**src/rtl/chip8_bus_reader.sv**
```systemverilog
// CHIP-8 host read-back responder: decodes 16-bit host reads, fetches two
// big-endian RAM bytes through the arbiter or samples a register, then pulses.
module chip8_bus_reader (
    input  logic        clk,
    input  logic        reset,
    input  logic        chipselect,
    input  logic        read,
    input  logic [11:0] address,
    output logic [15:0] readdata,
    output logic        readdatavalid,
    output logic        busy,
    output logic        mem_req,
    input  logic        mem_gnt,
    output logic        mem_sel,
    output logic [11:0] ch_addr,
    input  logic [7:0]  ch_q,
    output logic [7:0]  disp_addr,
    input  logic [7:0]  disp_q,
    input  logic [15:0] keystate,
    input  logic [15:0] status
);

    typedef enum logic [2:0] {
        S_IDLE,
        S_ISSUE0,
        S_ISSUE1,
        S_CAPT,
        S_RESP
    } state_t;

    state_t      state_q, state_d;
    logic        sel_q, sel_d;
    logic [10:0] base_q, base_d;
    logic        first_q, first_d;
    logic [7:0]  hi_q, hi_d;
    logic [15:0] readdata_q, readdata_d;

    logic        is_chip;
    logic        is_disp;
    logic        is_key;
    logic        is_stat;
    logic [15:0] reg_word;
    logic [7:0]  ram_byte;
    logic        odd;

    always_comb begin
        is_chip = ~address[11];
        is_disp = (address[11:7] == 5'b10000);
        is_key  = (address == 12'h880);
        is_stat = (address == 12'hFFF);
        reg_word = 16'h0000;
        unique case (1'b1)
            is_key:  reg_word = keystate;
            is_stat: reg_word = status;
            default: reg_word = 16'h0000;
        endcase
    end

    assign ram_byte = sel_q ? disp_q : ch_q;
    assign odd      = (state_q == S_ISSUE1);

    always_comb begin
        state_d    = state_q;
        sel_d      = sel_q;
        base_d     = base_q;
        first_d    = 1'b0;
        hi_d       = hi_q;
        readdata_d = readdata_q;
        unique case (state_q)
            S_IDLE: begin
                if (chipselect && read) begin
                    if (is_chip) begin
                        sel_d   = 1'b0;
                        base_d  = address[10:0];
                        state_d = S_ISSUE0;
                    end else if (is_disp) begin
                        sel_d   = 1'b1;
                        base_d  = {4'h0, address[6:0]};
                        state_d = S_ISSUE0;
                    end else begin
                        readdata_d = reg_word;
                        state_d    = S_RESP;
                    end
                end
            end
            S_ISSUE0: begin
                if (mem_gnt) begin
                    first_d = 1'b1;
                    state_d = S_ISSUE1;
                end
            end
            S_ISSUE1: begin
                // even byte is only valid the cycle after its grant
                if (first_q) begin
                    hi_d = ram_byte;
                end
                if (mem_gnt) begin
                    state_d = S_CAPT;
                end
            end
            S_CAPT: begin
                readdata_d = {hi_q, ram_byte};
                state_d    = S_RESP;
            end
            S_RESP: begin
                state_d = S_IDLE;
            end
            default: begin
                state_d = S_IDLE;
            end
        endcase
    end

    always_ff @(posedge clk) begin
        if (!reset) begin
            state_q    <= S_IDLE;
            sel_q      <= 1'b0;
            base_q     <= 11'h000;
            first_q    <= 1'b0;
            hi_q       <= 8'h00;
            readdata_q <= 16'h0000;
        end else begin
            state_q    <= state_d;
            sel_q      <= sel_d;
            base_q     <= base_d;
            first_q    <= first_d;
            hi_q       <= hi_d;
            readdata_q <= readdata_d;
        end
    end

    assign readdata      = readdata_q;
    assign readdatavalid = (state_q == S_RESP);
    assign busy          = (state_q != S_IDLE);
    assign mem_req       = (state_q == S_ISSUE0) || (state_q == S_ISSUE1);
    assign mem_sel       = sel_q;
    assign ch_addr       = {base_q, odd};
    assign disp_addr     = {base_q[6:0], odd};

endmodule

```
**config.mk**
```make
export PLATFORM = sky130hd
export DESIGN_NAME = chip8_bus_reader
export DESIGN_NICKNAME = d
export VERILOG_FILES = /design/src/rtl/chip8_bus_reader.sv
export SDC_FILE = /design/constraint.sdc
export NUM_CORES = 1
export LEC_CHECK = 0
export CORE_ASPECT_RATIO = 1.2
export CORE_MARGIN = 8
export CORE_UTILIZATION = 40
export DETAILED_ROUTE_END_ITERATION = 8
export GPL_TIMING_DRIVEN = 0
export PLACE_DENSITY_LB_ADDON = 0.05
export SKIP_LAST_GASP = 1
export SLEW_MARGIN = 10
export SYNTH_ARGS = -nofsm -noshare
export SYNTH_HDL_FRONTEND = slang
export SYNTH_SLANG_ARGS = --single-unit
```
**constraint.sdc**
```tcl
create_clock -name clk -period 2.55 [get_ports clk]
set_clock_uncertainty 0.1 [all_clocks]
set_input_delay 0.51 -clock clk [delete_from_list [all_inputs] [get_ports clk]]
set_output_delay 0.51 -clock clk [all_outputs]
set_load 0.02 [all_outputs]
```
After elaboration in Yosys (flattened, before gate mapping)
Cells that the tools add are included.
Cells by class
  eq/ne operators: 13
  multiplexer cells: 17
  reduce and logical (&&, ||, !) cells: 10
Operators by type and width (number)
  case mux 16 bit (2 select lines): 2
  two-way mux 16 bit: 3
  == test 12 bit (second input constant): 2
  two-way mux 11 bit: 2
  two-way mux 3 bit: 5
  case mux 3 bit (4 select lines): 1
  != test 2 bit (second input constant): 5
  two-way mux 8 bit: 1
  == test 3 x 2 -> 1 bit (second input constant): 2
  AND reduction 3 bit: 2
  == test 5 bit (second input constant): 1
  AND reduction 2 bit: 2
  AND reduction 4 bit: 1
  == test 3 x 1 -> 1 bit (second input constant): 1
  == test 3 bit (second input constant): 1
  logical NOT 3 bit: 1
  two-way mux 1 bit: 3
  nonzero test 3 bit: 1
  != test 2 x 1 -> 1 bit (second input constant): 1
  nonzero test 2 bit: 1
  logical AND 1 bit: 1
  logical OR 1 bit: 1
Word-level totals
  register bits after elaboration: 40
  output and inout port bits: 40
  word-level logic and storage cells: 46

Logic depth before layout (Yosys ltp)
Gate-level depths: netlist of the first run.
  word-level depth: 6
  depth in mapped cells: 8
  mapped depth without buffers: 4

Least setup slack after synthesis of the first run
No wires, ideal clock.
  kind: input to register
  start point: in address[0]
  end point: reg readdata_q[7] (netlist: readdata[7])
  library setup time: 0.103 ns
  data arrival time: 1.965 ns
  slack: 0.382 ns
  stages: 5
  path buffers: 1
  cell sequence: or4_4 nor4_4 buf_6 a221oi_2 a2111oi_2
On the way
  longest elaborated chain between the ends: 6
RTL lines
  start, declared: RTL line 8  | input logic [11:0] address,
  == test 12 bit, on equally long branches: RTL line 50, 49
  case mux 16 bit (2 select lines) (*): RTL line 52  | unique case (1'b1)
  two-way mux 16 bit (*): RTL line 76  | end else if (is_disp) begin
  two-way mux 16 bit (*): RTL line 72  | if (is_chip) begin
  two-way mux 16 bit (*): RTL line 71  | if (chipselect && read) begin
  case mux 16 bit (2 select lines) (*): RTL line 69  | unique case (state_q)
  end signal, assigned: RTL line 128  | readdata_q <= readdata_d;
  end, declared: RTL line 36  | logic [15:0] readdata_q, readdata_d;
Every way passes the cells marked *; elsewhere a longest branch is shown, timed or not. The select of a mux whose other input is x is not followed.
A chain may end at the register's enable or synchronous reset.

Final worst setup path of the first run
Ends and elaborated chain as after synthesis.

==> results by group, run 1 <==
Clock tree
  – Hold buffers post-CTS: 0
  – CTS Root Cell: clkbuf_8
  – Clk slew on worst S/H paths: 0.08 ns
  – Cts bufs inserted: 5
  – # H-tree levels: 2
  – CTS tree: yes
  – Clock Path Buffers: 2
  – Sink Count: 40
  – Worst-Skew Late Latency: 0.29 ns

Floorplanning
  – Row cnt: 28
  – Num ports: 105
  – Die area: about 0.0077 mm^2
  – Initial Utilization: 41.72%
  – Core region area: around 0.005 mm^2
  – Die width: between 80 and 90 um
  – Die Ht: about 95 um

Synth
  – Synth cell types: 39
  – Yosys top cell by area: dfxtp_1
  – Gate Count Post-Synth: about 210
  – Post-synth EDFFs: 0
  – Share of the synthesized area in the top cell type: around two fifths
  – Register area share after synthesis: about two fifths
  – Main flop type after synthesis: dfxtp_1
  – Synth top area cells: dfxtp_1 39%, mux2i_1 7.8%, a221oi_2 7.3%, nor3_1 5.8%, nor2_1 4.0%
  – Synthesized flop and latch total: 40
  – Ys async rst share: 0%
  – Post-Syn Area per Cell: between 9 and 10 um^2
  – Mapped Area: 0.002061 mm^2
  – Mapped Nets: roughly 280
  – Yosys Warn Count: 0

Critical path
  – CP Cell Sequence: clkdlybuf4s50_1, or4_4, nor4_4, buf_4, buf_8, a221oi_2, a2111oi_2
  – Reg2Reg Launch Point: state_q[0]$_SDFFE_PN0P_
  – Delay of the slowest critical-path stage: around 0.56 ns
  – Worst-path maximum fanout: 10
  – Worst path slowest cell: or4_4
  – CP Launch Point: address[0]
  – Critical path class: primary input to register
  – CP Launch Type: primary input
  – Worst EP arrival: between 2 and 3 ns
  – Data required, critical path: around 2.7 ns
  – Setup crit end kind: register

Layout
  – Area delta synth->final: 61.20%
  – # diodes: 0
  – Fraction of layout cells with a size suffix above 1: 15.03%
  – Nets: 390
  – Fin area: roughly 0.0033 mm^2
  – Final cell count without fillers: 386
  – Fin util: 67.25%

Routing
  – Post-route ant nets: 0
  – Residual DRC: 0
  – Vias per cell: approximately 5.4
  – Via total after detailed routing: ~2,100
  – Final WL: about 6.5 mm
  – Initial DRT Pass Iterations: 4
  – WL per Instance: roughly 17 um
  – First-iteration detailed-routing DRC count: 74

Worst hold path
  – Hold/Removal Path Class: register to register
  – Hold path startpoint: base_q[10]$_SDFFE_PN0P_

STA
  – Slew Limit Fails: 0
  – Hold Violations, Final: 0
  – Slew headroom: 52.15%
  – RSZ-0062 raised after global routing: false
  – Final setup viols: 0
  – Post-route minimum period: roughly 2.4 ns
  – FMAX: 0.4142 GHz
  – Fin crit share: between 90 and 100%
  – Fin Hold WS: about 0.4 ns
  – Worst-margin pin slew: about 0.7 ns

Placement
  – HPWL after DPL: about 5.3 mm
  – Final GP Congestion: between 0.7 and 0.8
  – Port buffer count: slightly above 100
  – Placed inst area: ~0.0032 mm^2
  – Placed insts: 377

Global route
  – First-pass GRT wire length: a little over 10 mm
  – Global route total overflow: 0
  – Vias in the first global route: 2,085
  – Largest net degree at the start of global routing: 13
  – GRT Resource Usage Total: approximately 17%
  – Initial antenna violation count: 0

Power and ir drop
  – Pwr per Cell Area: just under 500 mW/mm^2
  – Worst vdd ir: about 0.32 mV
  – Overall power: about 0.0016 W
  – P_leak: roughly 1.3 nW

Run
  – Max-cap viol count: 0

Status
  – Status: completed
[cells by family after synthesis]
kind of cell | count (synthesis) | share of synthesized area, %
AND/OR/NAND/NOR | 75 | 20.89
flip-flops | 40 | 38.86
AO/OA/AOI/OAI | 50 | 22.59
buffers and inverters | 33 | 9.896
multiplexers | 16 | 7.772
[per-stage QoR]
step | TNS [ns] | setup WS [ns]
floorplan | 0 | 0.3820
finish | 0 | 0.1356
detailed placement | -6.419 | -0.4127
global placement | -5.411 | -0.3426
global route | 0 | 0.001783
CTS | 0 | 0.05699
[cell type report]
class                   instances  area (um^2)
multi-input cells             141         1070
inverters                       5        18.77
repair buffers                105         1046
well taps                      60        75.07
fillers                       437         1618
plain buffers                  27        185.2
flip-flops and latches         40        800.8
clock inverters                 1        30.03
clock buffers                   7        96.34
[sequential cells by signal, summed over array words and instances (netlist names)]
signal and count:
readdata 16, state_q 3, mem_sel 1, first_q 1, hi_q 8, base_q 11
[worst max-delay path: cells and delay by family]
kind            cells  cell delay (ns)
simple gates        2             0.80
buf+inv             3             0.80
compound gates      2             0.40
[what timing repair did]
action,in CTS,in global routing
endpoints found under the hold margin,0,0
setup endpoints to repair,10,6
pin swaps,1,2
setup buffers,2,0
resized for setup,2,1
[layer usage]
metal	share of wire [%]	up-vias	track usage [%]
met4	1.8	0	5.373
met3	7.8	12	5.513
met2	51	79	30.70
li1	-	1024	-
met1	39	952	17.71
met5	0	-	0
[cell usage in the layout (no fill, tap or decap), types with 2 or more instances in the layout]
| master | instances |
|---|---|
| clkdlybuf4s50_1 | 103 |
| dfxtp_1 | 40 |
| a21oi_1 | 7 |
| clkbuf_1 | 7 |
| nor4_1 | 4 |
| nand2_1 | 3 |
| a2111oi_0 | 7 |
| nand2b_1 | 3 |
| o21ai_0 | 8 |
| inv_1 | 4 |
| a221oi_2 | 10 |
| mux2i_1 | 16 |
| clkbuf_8 | 7 |
| buf_4 | 11 |
| nor3_1 | 24 |
| nand4_1 | 2 |
| buf_6 | 3 |
| buf_1 | 2 |
| a2111oi_2 | 2 |
| buf_8 | 2 |
| buf_2 | 4 |
| a211oi_1 | 8 |
| nor4_4 | 2 |
| nor2_1 | 22 |
| a221oi_1 | 6 |
| or3_1 | 3 |
[path summary, 6_finish.rpt]
kind                              endpoint  slack (ns)  cells after the start
setup / recovery  readdata[7]$_SDFFE_PN0P_        0.14                      7
hold / removal     base_q[10]$_SDFFE_PN0P_        0.40                      2
setup reg to reg  readdata[6]$_SDFFE_PN0P_        0.38                      8
hold reg to reg    base_q[10]$_SDFFE_PN0P_        0.40                      2
[synth_stat cells (all sizes together), types with 2 or more instances]
library cell,count
a2111oi,9
a211oi,8
a21oi,7
a221oi,16
buf,20
clkbuf,8
dfxtp,40
inv,4
mux2i,16
nand2,4
nand2b,3
nand4,2
nor2,22
nor3,25
nor3b,2
nor4,6
o21ai,8
or3,4
or4,2
[power by group]
group | leakage [nW] | internal, W | switching [W]
clock | 0.0645 | 0.000345 | 0.000221
combinational | 0.877 | 0.000208 | 0.000166
sequential | 0.325 | 0.000651 | 0.0000164
total | 1.27 | 0.00120 | 0.000403
Note: power is estimated with default switching activity, not from simulation.
==> run 2: changes to the inputs <==
--- a/config.mk
+++ b/config.mk
@@ -5,9 +5,10 @@
 export SDC_FILE = /design/constraint.sdc
 export NUM_CORES = 1
 export LEC_CHECK = 0
+export CAP_MARGIN = 25
 export CORE_ASPECT_RATIO = 1.2
 export CORE_MARGIN = 8
-export CORE_UTILIZATION = 40
+export CORE_UTILIZATION = 43
 export DETAILED_ROUTE_END_ITERATION = 8
 export GPL_TIMING_DRIVEN = 0
 export PLACE_DENSITY_LB_ADDON = 0.05
==> constraint.sdc (replaced) <==
create_clock -name clk -period 3.1 [get_ports clk]
set_clock_uncertainty 0.1 [all_clocks]
set_input_delay 0.62 -clock clk [delete_from_list [all_inputs] [get_ports clk]]
set_output_delay 0.62 -clock clk [all_outputs]
set_load 0.05 [all_outputs]
==> run 2 against run 1 <==
- register-to-register slack improved by 0.46 ns
- clock power decreased by 37%
- power fell by 20%
- via count fell by 0.58%
- non-clock buffer count shrank 1
- design area down 1.9%
- critical endpoint is now busy
- sequential power down 18%
- flip-flop and latch count stayed put
- first-iteration DRC count shrank 14%
- die area down 5.7%
==> results by group, run 2 (synthesis gave the netlist of run 1 again) <==
Routing
  – Initial DRT Pass Iterations: 4 (unchanged)
  – WL per Instance: 17.14 um (+1.2%)
  – Final WL: 6.565 mm (+0.37%)
  – Post-route ant nets: 0 (unchanged)
  – Vias per cell: 5.366 (+0.20%)
  – First-iteration detailed-routing DRC count: 64 (-14%)
  – Residual DRC: 0 (unchanged)
  – Via total after detailed routing: 2,055 (-0.58%)

STA
  – Post-route minimum period: 2.811 ns
  – Setup WS post-layout: 0.2885 ns (+0.1529 ns)
  – Final setup viols: 0 (unchanged)
  – FMAX: 0.3557 GHz
  – Hold Violations, Final: 0 (unchanged)
  – Slew Limit Fails: 0 (unchanged)
  – RSZ-0062 raised after global routing: false
  – Slew headroom: 45.72% (-6.4 points)
  – Fin crit share: 90.69%
  – Setup TNS Final: 0 ns (unchanged)
  – Worst-margin pin slew: 0.8075 ns (+0.08969 ns)

Critical path
  – Setup crit end: busy
  – Critical path class: register to output pin
  – CP Launch Type: register
  – Worst EP arrival: 2.09 ns (-0.42 ns)
  – Reg2Reg Launch Point: state_q[1]$_SDFFE_PN0P_
  – Worst-path maximum fanout: 10 (unchanged)
  – Data required, critical path: 2.38 ns (-0.27 ns)
  – CP Launch Point: state_q[1]$_SDFFE_PN0P_
  – R2r worst-path depth: 8 (unchanged)
  – Worst r2r dst: readdata[6]$_SDFFE_PN0P_
  – Setup crit end kind: output pin
  – Reg2reg setup slack: 0.84 ns (+0.46 ns)

Layout
  – Nets: 389 (-0.26%)
  – Multi-input logic area: 0.001056 mm^2 (-1.3%)
  – # diodes: 0 (unchanged)
  – Fin area: 0.003259 mm^2 (-1.9%)
  – Fraction of layout cells with a size suffix above 1: 13.54% (-1.5 points)
  – Commonest non-fill, non-tap cell in the layout: clkdlybuf4s50_1
  – Area delta synth->final: 58.17%
  – Sequential Area: 800.8 um^2 (unchanged)
  – Most frequent cells in the layout: 101 x clkdlybuf4s50_1, 40 x dfxtp_1, 24 x nor3_1, 22 x nor2_1, 16 x mux2i_1
  – Max reg flops: 16 (unchanged)
  – Fillers: 414 (-5.3%)

Clock tree
  – Resized cells post-CTS: 0 (-2)
  – # Post-CTS Setup Buffers: 0 (-2)
  – Hold buffers post-CTS: 0 (unchanged)
  – Sink Count: 40 (unchanged)
  – CTS tree: yes
  – Cts bufs inserted: 5 (unchanged)
  – Clock Path Buffers: 2 (unchanged)
  – Worst-Skew Late Latency: 0.30 ns (about the same)
  – CTS Root Cell: clkbuf_8
  – # H-tree levels: 2 (unchanged)
  – Clk slew on worst S/H paths: 0.08 ns (about the same)

Placement
  – Place WS: 0.1111 ns (+0.5238 ns)
  – HPWL after DPL: 5.270 mm (-0.52%)
  – Port buffer count: 103 (unchanged)
  – Placed inst area: 0.003164 mm^2 (about the same)
  – Final GP Congestion: 0.7466 (-1.4%)

Global route
  – Global route total overflow: 0 (unchanged)
  – Initial antenna violation count: 0 (unchanged)
  – GRT Resource Usage Total: 18.15% (+1.3 points)
  – Largest net degree at the start of global routing: 12 (-1)
  – Vias in the first global route: 2,215 (+6.2%)
  – First-pass GRT wire length: 10.72 mm (+4.7%)

Worst hold path
  – Hold/Removal Path Class: register to register
  – Hold path startpoint: base_q[10]$_SDFFE_PN0P_

Floorplanning
  – Initial Utilization: 44.85% (+3.1 points)
  – Die Ht: 91.84 um (-2.9%)
  – Core region area: 0.004594 mm^2 (-7.0%)
  – Row cnt: 27 (-3.6%)
  – Die width: 79.20 um (-2.9%)
  – Die area: 0.007273 mm^2 (-5.7%)
  – Num ports: 105 (unchanged)

Power and ir drop
  – Worst vdd ir: 0.2332 mV (-27%)
  – P_leak: 1.260 nW (-0.47%)
  – Pwr per Cell Area: 392.9 mW/mm^2 (-19%)

Status
  – Status: completed

Run
  – Max-cap viol count: 0 (unchanged)
[run 2: cell types whose count changed in the layout (fill, tap and decap cells not counted), sizes merged]
cell	change
buf	-2
clkbuf	+2
clkdlybuf4s50	-2
dlymetal6s2s	+2
bufinv	-1
[run 2: metrics by stage]
step	std cells	util, %	total power, W	hold WS (ns)
CTS	383	70.83	0.001287	0.4022
finish	383	70.94	0.001281	0.3948
floorplan	214	-	0.0007636	0.3751
global placement	375	68.87	0.0009296	0.3707
detailed placement	375	68.87	0.0009349	0.3851
global route	383	70.94	0.001336	0.4252
[run 2: per-layer routing]
layer  wire [um]  GRT usage, %
met1        2612         19.03
met2        3425         33.22
met3         405         5.762
met4         122         5.418
met5           0             0
[run 2: how the worst min path moves through the flow]
stage	end	cells past startpoint
finish	base_q[10]$_SDFFE_PN0P_	2
global route	hi_q[1]$_SDFFE_PN0P_	2
CTS	base_q[10]$_SDFFE_PN0P_	2
detailed placement	base_q[10]$_SDFFE_PN0P_	2
global placement	base_q[10]$_SDFFE_PN0P_	2
floorplan	hi_q[0]$_SDFFE_PN0P_	2
[run 2: area by class of cell]
| cell class | instances | share of cell area (%) |
|---|---|---|
| Tap cell | 58 | 2.226 |
| Sequential cell | 40 | 24.57 |
| Multi-Input combinational cell | 141 | 32.40 |
| Buffer | 28 | 5.681 |
| Clock buffer | 8 | 2.764 |
| Inverter | 5 | 0.5758 |
| Timing Repair Buffer | 103 | 31.78 |
[run 2: critical path: stages (launching register included)]
cell,delay (ns)
dfxtp_1,0.31
clkbuf_1,0.28
or3_1,0.16
buf_2,0.21
clkdlybuf4s50_1,0.84
[run 2: report_power, final]
group	internal, W	leakage [nW]	switching (W)
Clock	0.000182	0.0455	0.000177
Combinational	0.000171	0.890	0.000203
Sequential	0.000536	0.325	0.0000122
